<file path="config.mk">
export PLATFORM = sky130hd
export DESIGN_NAME = fifo_rd_prefetch
export DESIGN_NICKNAME = d
export VERILOG_FILES = /design/src/rtl/fifo_pkg.sv /design/src/rtl/rd_skid_buf.sv /design/src/rtl/fifo_rd_prefetch.sv
export SDC_FILE = /design/constraint.sdc
export NUM_CORES = 1
export LEC_CHECK = 0
export ABC_AREA = 1
export CORE_MARGIN = 5
export CORE_UTILIZATION = 50
export DETAILED_ROUTE_END_ITERATION = 10
export DONT_BUFFER_PORTS = 1
export PLACE_DENSITY = 0.65
export RECOVER_POWER = 100
export SYNTH_ARGS = -nofsm -noshare
export SYNTH_HDL_FRONTEND = slang
export SYNTH_SLANG_ARGS = --single-unit
</file>
<file path="constraint.sdc">
create_clock -name rclk -period 5.1 [get_ports rclk]
set_input_delay 0.51 -clock rclk [delete_from_list [all_inputs] [get_ports rclk]]
set_output_delay 0.51 -clock rclk [all_outputs]
set_load 0.05 [all_outputs]
</file>
<file path="src/rtl/fifo_pkg.sv">
// Shared types and sizing for the asynchronous FIFO read/write side stages.
// The prefetch buffer depth also fixes the request credit limit.
package fifo_pkg;

  localparam int DEFAULT_DATASIZE = 8;
  localparam int PREFETCH_DEPTH   = 2;
  localparam int CNT_W            = $clog2(PREFETCH_DEPTH + 1);

  typedef logic [CNT_W-1:0] cnt_t;

  localparam cnt_t CNT_ZERO = cnt_t'(0);
  localparam cnt_t CNT_ONE  = cnt_t'(1);
  localparam cnt_t CNT_FULL = cnt_t'(PREFETCH_DEPTH);

  typedef enum logic [1:0] {
    BUF_IDLE = 2'b00,
    BUF_POP  = 2'b01,
    BUF_PUSH = 2'b10,
    BUF_BOTH = 2'b11
  } buf_op_e;

  function automatic buf_op_e buf_op(input logic push, input logic pop);
    return buf_op_e'({push, pop});
  endfunction

endpackage

</file>
<file path="src/rtl/rd_skid_buf.sv">
// Two-entry in-order buffer; entry 0 is the head and is presented directly.
// Push and pop may coincide in the same cycle without changing the count.
module rd_skid_buf
  import fifo_pkg::*;
#(
  parameter int W = DEFAULT_DATASIZE
) (
  input  logic         clk,
  input  logic         rst,
  input  logic         push,
  input  logic         pop,
  input  logic [W-1:0] din,
  output logic [W-1:0] head,
  output cnt_t         count
);

  logic [W-1:0] entry_reg  [PREFETCH_DEPTH];
  logic [W-1:0] entry_next [PREFETCH_DEPTH];
  cnt_t         count_reg;
  cnt_t         count_next;

  always_comb begin
    entry_next = entry_reg;
    count_next = count_reg;
    case (buf_op(push, pop))
      BUF_PUSH: begin
        if (count_reg == CNT_ZERO) begin
          entry_next[0] = din;
        end else begin
          entry_next[1] = din;
        end
        if (count_reg != CNT_FULL) begin
          count_next = count_reg + CNT_ONE;
        end
      end
      BUF_POP: begin
        entry_next[0] = entry_reg[1];
        if (count_reg != CNT_ZERO) begin
          count_next = count_reg - CNT_ONE;
        end
      end
      BUF_BOTH: begin
        // With a single word the incoming one simply replaces the head.
        if (count_reg == CNT_ONE) begin
          entry_next[0] = din;
        end else begin
          entry_next[0] = entry_reg[1];
          entry_next[1] = din;
        end
      end
      default: begin
      end
    endcase
  end

  always_ff @(posedge clk or posedge rst) begin
    if (rst) begin
      for (int i = 0; i < PREFETCH_DEPTH; i++) begin
        entry_reg[i] <= '0;
      end
      count_reg <= CNT_ZERO;
    end else begin
      for (int i = 0; i < PREFETCH_DEPTH; i++) begin
        entry_reg[i] <= entry_next[i];
      end
      count_reg <= count_next;
    end
  end

  assign head  = entry_reg[0];
  assign count = count_reg;

  a_no_overflow : assert property (@(posedge clk) disable iff (rst)
    !(push && !pop && count_reg == CNT_FULL));

  a_count_range : assert property (@(posedge clk) disable iff (rst)
    count_reg <= CNT_FULL);

endmodule

</file>
<file path="src/rtl/fifo_rd_prefetch.sv">
// Read-side output stage: issues rinc under a credit limit, captures memory
// data one cycle later and streams it out through a two-entry prefetch buffer.
module fifo_rd_prefetch
  import fifo_pkg::*;
#(
  parameter int DATASIZE = DEFAULT_DATASIZE
) (
  input  logic                rclk,
  input  logic                r_rst,
  input  logic                rempty,
  output logic                rinc,
  input  logic [DATASIZE-1:0] mem_rdata,
  output logic [DATASIZE-1:0] dout,
  output logic                dout_valid,
  input  logic                dout_ready,
  output logic [1:0]          buf_count
);

  logic       pending_reg;
  logic       pending_next;
  logic       acc;
  logic       pop;
  logic [2:0] credit_sum;

  assign dout_valid = (buf_count != 2'd0);

  // Stored plus in-flight words after this cycle's pop must leave room for one more.
  always_comb begin
    pop          = dout_valid & dout_ready;
    credit_sum   = 3'(buf_count) + 3'(pending_reg) - 3'(pop);
    rinc         = !r_rst && !rempty && (credit_sum < 3'(PREFETCH_DEPTH));
    acc          = rinc & !rempty;
    pending_next = acc;
  end

  always_ff @(posedge rclk or posedge r_rst) begin
    if (r_rst) begin
      pending_reg <= 1'b0;
    end else begin
      pending_reg <= pending_next;
    end
  end

  rd_skid_buf #(
    .W (DATASIZE)
  ) u_buf (
    .clk   (rclk),
    .rst   (r_rst),
    .push  (pending_reg),
    .pop   (pop),
    .din   (mem_rdata),
    .head  (dout),
    .count (buf_count)
  );

  a_dout_stable : assert property (@(posedge rclk) disable iff (r_rst)
    (dout_valid && !dout_ready) |=> $stable(dout));

  a_reset_values : assert property (@(posedge rclk)
    r_rst |-> (buf_count == 2'd0 && !dout_valid && dout == '0 && !rinc));

endmodule

</file>
[After elaboration in Yosys (flattened, before gate mapping)]
Index checks and enable logic that the tools add are counted.
Cells by class
  $add $sub $neg: 4
  order comparisons: 1
  equal/unequal tests: 10
  mux-type cells: 9
  bitwise logic cells: 2
  reductions and logical operators: 12
Operators with widths (number)
  2-to-1 mux 8 bit: 4
  one-hot mux 8 bit (3 select lines): 1
  one-hot mux 8 bit (2 select lines): 1
  != test 2 bit (second input constant): 4
  AND reduction 3 bit: 2
  nonzero test 2 bit: 3
  == test 2 x 1 -> 1 bit (second input constant): 2
  == test 2 bit (second input constant): 2
  2-to-1 mux 2 bit: 2
  != test 2 x 1 -> 1 bit (second input constant): 2
  one-hot mux 2 bit (2 select lines): 1
  adder 2 x 1 -> 3 bit: 1
  less-than comparator 3 x 2 -> 1 bit (second input constant): 1
  nonzero test 3 bit: 1
  subtractor 3 x 1 -> 3 bit: 1
  adder 2 x 1 -> 2 bit (second input constant): 1
  bitwise AND 1 bit: 2
  logical AND 1 bit: 2
  zero test 1 bit: 2
  zero test 2 bit: 1
  AND reduction 2 bit: 1
  subtractor 2 x 1 -> 2 bit (second input constant): 1
Word-level totals
  flip-flop bits (word level): 19
  bits of input ports: 12
  output and inout bits: 12
  logic and storage cells: 42

[Logic depth before layout (Yosys ltp)]
  depth after elaboration: 6
  gate-level depth with buffers: 9
  depth with buffers taken out: 9

[Modules after synthesis]
Synthesis repeated with hierarchy kept, for this count alone.
Second synthesis, totals
  cells, all modules: 158
  area, all modules: 1192.4 sq um
Modules (own cells, without submodules)
  rd_skid_buf: times used 1, cells each 140, area each 1067.3 sq um, sequential area each 450.4 sq um
  fifo_rd_prefetch: times used 1, cells each 18, area each 125.1 sq um, sequential area each 25.0 sq um

[Worst setup path before layout]
OpenSTA, ideal clock, no wires.
  path kind: reg-to-output
  from: reg u_buf.count_reg[1], in the netlist u_buf.count[1]
  to: out rinc
  arrival time: 3529 ps
  data required time: 4590 ps
  path slack: 1061 ps
  stages on the path, launching flop included: 10
  path buffers: 1
  cells stage by stage: dfrtp_1 -> inv_1 -> ha_1 -> nor2_2 -> buf_6 -> ha_1 -> or2_2 -> fa_1 -> nand2_1 -> nor3_1
Between the ends
  word-level cells in the longest chain between the ends: 5
  elaborated cells on any way between the ends: 6
  classes of those cells: add/sub (2); order compare (1); bitwise (1); reduce/logical (2)
Ends and longest elaborated chain
  start: declaration: RTL line rd_skid_buf.sv:19  | cnt_t count_reg;
  start signal: assignment: RTL line rd_skid_buf.sv:66  | count_reg <= count_next;
  parallel branches: the longest is 2 deep, another holds adder 2 x 1 -> 3 bit
  subtractor 3 x 1 -> 3 bit *: RTL line fifo_rd_prefetch.sv:30  | credit_sum = 3'(buf_count) + 3'(pending_reg) - 3'(pop);
  less-than comparator 3 x 2 -> 1 bit *: RTL line fifo_rd_prefetch.sv:31  | rinc = !r_rst && !rempty && (credit_sum < 3'(PREFETCH_DEPTH));
  logical AND 1 bit *: RTL line fifo_rd_prefetch.sv:31
  end: declaration: RTL line fifo_rd_prefetch.sv:11  | output logic rinc,
Mark *: on every way between the ends.

[Worst setup path after layout]
Ends and elaborated chain as after synthesis.

==> reports/metrics.cfg <==
[clock_tree]
clk_pin_slew_worst_paths_ps = 110
cts-root-buf = clkbuf_4
clock_sinks = 19
h-tree-depth = 1
hold_buffers = 0
clk_path_buf_depth = 2
cts_buffers = 3
ctsResizeCount = 0
tritoncts = yes
cts_setup_buffers = 0
clkLatencyLatePin_ps = 290

[placed_design]
place_congestion = 0.7187
numPlacedInstances = 145
pre_cts_slack_ps = 1405
dp_hpwl_um = 1489
numPortBuffers = 0

[die]
ios = 24
dieArea_um2 = 3156
core_um2 = 2002
dieWidth_um = 56.18
std_cell_rows = 16
die_h_um = 56.18
start_util_pct = 53.25

[grt]
overflow = 0
grt_max_degree = 21
grtUsageMet3_pct = 3.248
grt_pass1_vias = 732
grt_pass1_wl_um = 3318
use_met2_pct = 20.37
grt_usage_pct = 12.92
grt_busiest_layer = met2
antenna_found_initial = 0
gr-usage-met1_pct = 17.29

[logic_synthesis]
yosysSeqAreaShare_pct = 44.60
synth_fp_nets = 144
avgSynthCellArea_um2 = 8.394
ys_ff_latch = 19
ys_types = 19
synthesis.area_um2 = 1066
yosys_warnings = 0
synthCells = 127

[drt]
detail_route.vias_per_cell = 5.168
drt_iter0_markers = 11
drt.antenna.violating_nets = 0
drc = 0
vias = 770
wire_per_inst_um = 13.01
finalWirelength_um = 1938
drtPass1Iterations = 2

[critical_path]
worstSetupPathType = reg2out
critPathCaptureType = primary output
worstPathArrival_ps = 3890
crit_required_ps = 4590
crit_path_start_kind = flop
ff2ff_setup_slack_ps = 1890
worstPathMaxFanout = 11

[sta]
min_period_ps = 4395
max_freq_ghz = 0.2275
setup-tns-final_ps = 0
report.final.slew_viol_count = 0
worst_slack_ps = 704.9
min_period_over_period_pct = 86.18
finalSetupViolCount = 0
rsz0062_at_grt = no
worst_pin_slew_ps = 745.5
finClkSkew_ps = 8.452
slew_headroom_pct = 50.24
hold_viol_final = 0

[layout]
drive_above_1_share_pct = 6.557
final_cells = 149
seq_area_um2 = 475.5
nNetsFinal = 140
fillCellCount = 208
layout_commonest_cell = nand2_1
fin_util_pct = 51.88
multi_input_area_um2 = 435.4
final_cell_mix = 28 x nand2_1, 27 x nand3_1, 19 x dfrtp_1
num_antenna_cells = 0
syn_to_final_growth_pct = -2.582

[min_path]
hold_class = in2async

[power]
p_per_area_nw_per_um2 = 714.3
vdd_drop_max_mv = 0.4310
total_power_uw = 741.8
power.leakage_nw = 0.5342

[run_status]
outcome = completed

[run]
cap_violations = 0

## cells by family (layout without fill, tap and decap cells)
| family | Yosys count | in the layout | share of synthesized area (%) |
|---|---|---|---|
| buffers and inverters | 27 | 22 | 13.15 |
| flip-flops | 19 | 19 | 44.60 |
| AO/OA/AOI/OAI | 9 | 9 | 4.225 |
| AND/OR/NAND/NOR | 65 | 65 | 29.81 |
| XOR/XNOR | 2 | 2 | 1.643 |
| adder cells (fa/ha/maj) | 5 | 5 | 6.573 |
## routing by layer
metal	share of wire (%)	up-vias	wire length [um]
li1	-	387	-
met1	44	366	845
met2	50	15	961
met3	6.1	2	118
met4	0.67	0	13
met5	0	-	0
## critical path, cell delays in order (launching register included)
cell and delay, ps:
dfrtp_1 770, inv_1 150, ha_1 250, nor2_1 540
ha_1 350, or2_2 300, fa_1 480, nand2_1 70
nor3_1 200, clkbuf_1 490
## path summary, 6_finish.rpt
kind                            cells after the start                  to          startpoint
worst max-delay path                                9                rinc      u_buf.count[1]
worst max register to register                      8         pending_reg      u_buf.count[1]
worst min-delay path                                1  u_buf.entry_reg[0]               r_rst
max in group asynchronous                           1       u_buf.head[7]               r_rst
worst min register to register                      2  u_buf.entry_reg[6]  u_buf.entry_reg[6]
min in group rclk                                   1         pending_reg              rempty
## per-stage QoR
| stage | cell area, um2 | hold slack [ps] |
|---|---|---|
| after floorplan | 1066 | 453.8 |
| after global placement | 1031 | 469.9 |
| after detailed placement | 1031 | 478.0 |
| after CTS | 1057 | 249.3 |
| after global routing | 1039 | 254.9 |
| final | 1039 | 217.8 |
## Yosys cell counts (all sizes together)
| cell | n | area, um2 |
|---|---|---|
| inv | 17 | 63.81 |
| ha | 4 | 50.05 |
| fa | 1 | 20.02 |
| xor2 | 2 | 17.52 |
| nor3 | 2 | 10.01 |
| nor2 | 3 | 13.77 |
| o21ai | 9 | 45.04 |
| dfrtp | 19 | 475.5 |
| nand3 | 27 | 140.1 |
| or2 | 3 | 18.77 |
| buf | 10 | 76.32 |
| nand2 | 30 | 135.1 |
## report_power, final
group	switching [mW]	internal [mW]	total [mW]
clock	0.0465	0.0304	0.0768
sequential	0.190	0.218	0.408
combinational	0.169	0.0880	0.257
## cell type report
type | count | share of cell area [%]
Sequential cell | 19 | 45.78
Multi-Input combinational cell | 81 | 41.93
Inverter | 17 | 6.145
Tap cell | 27 | 3.253
Clock buffer | 4 | 2.530
Timing Repair Buffer | 1 | 0.3614
Power figures use the tool's default switching activity.
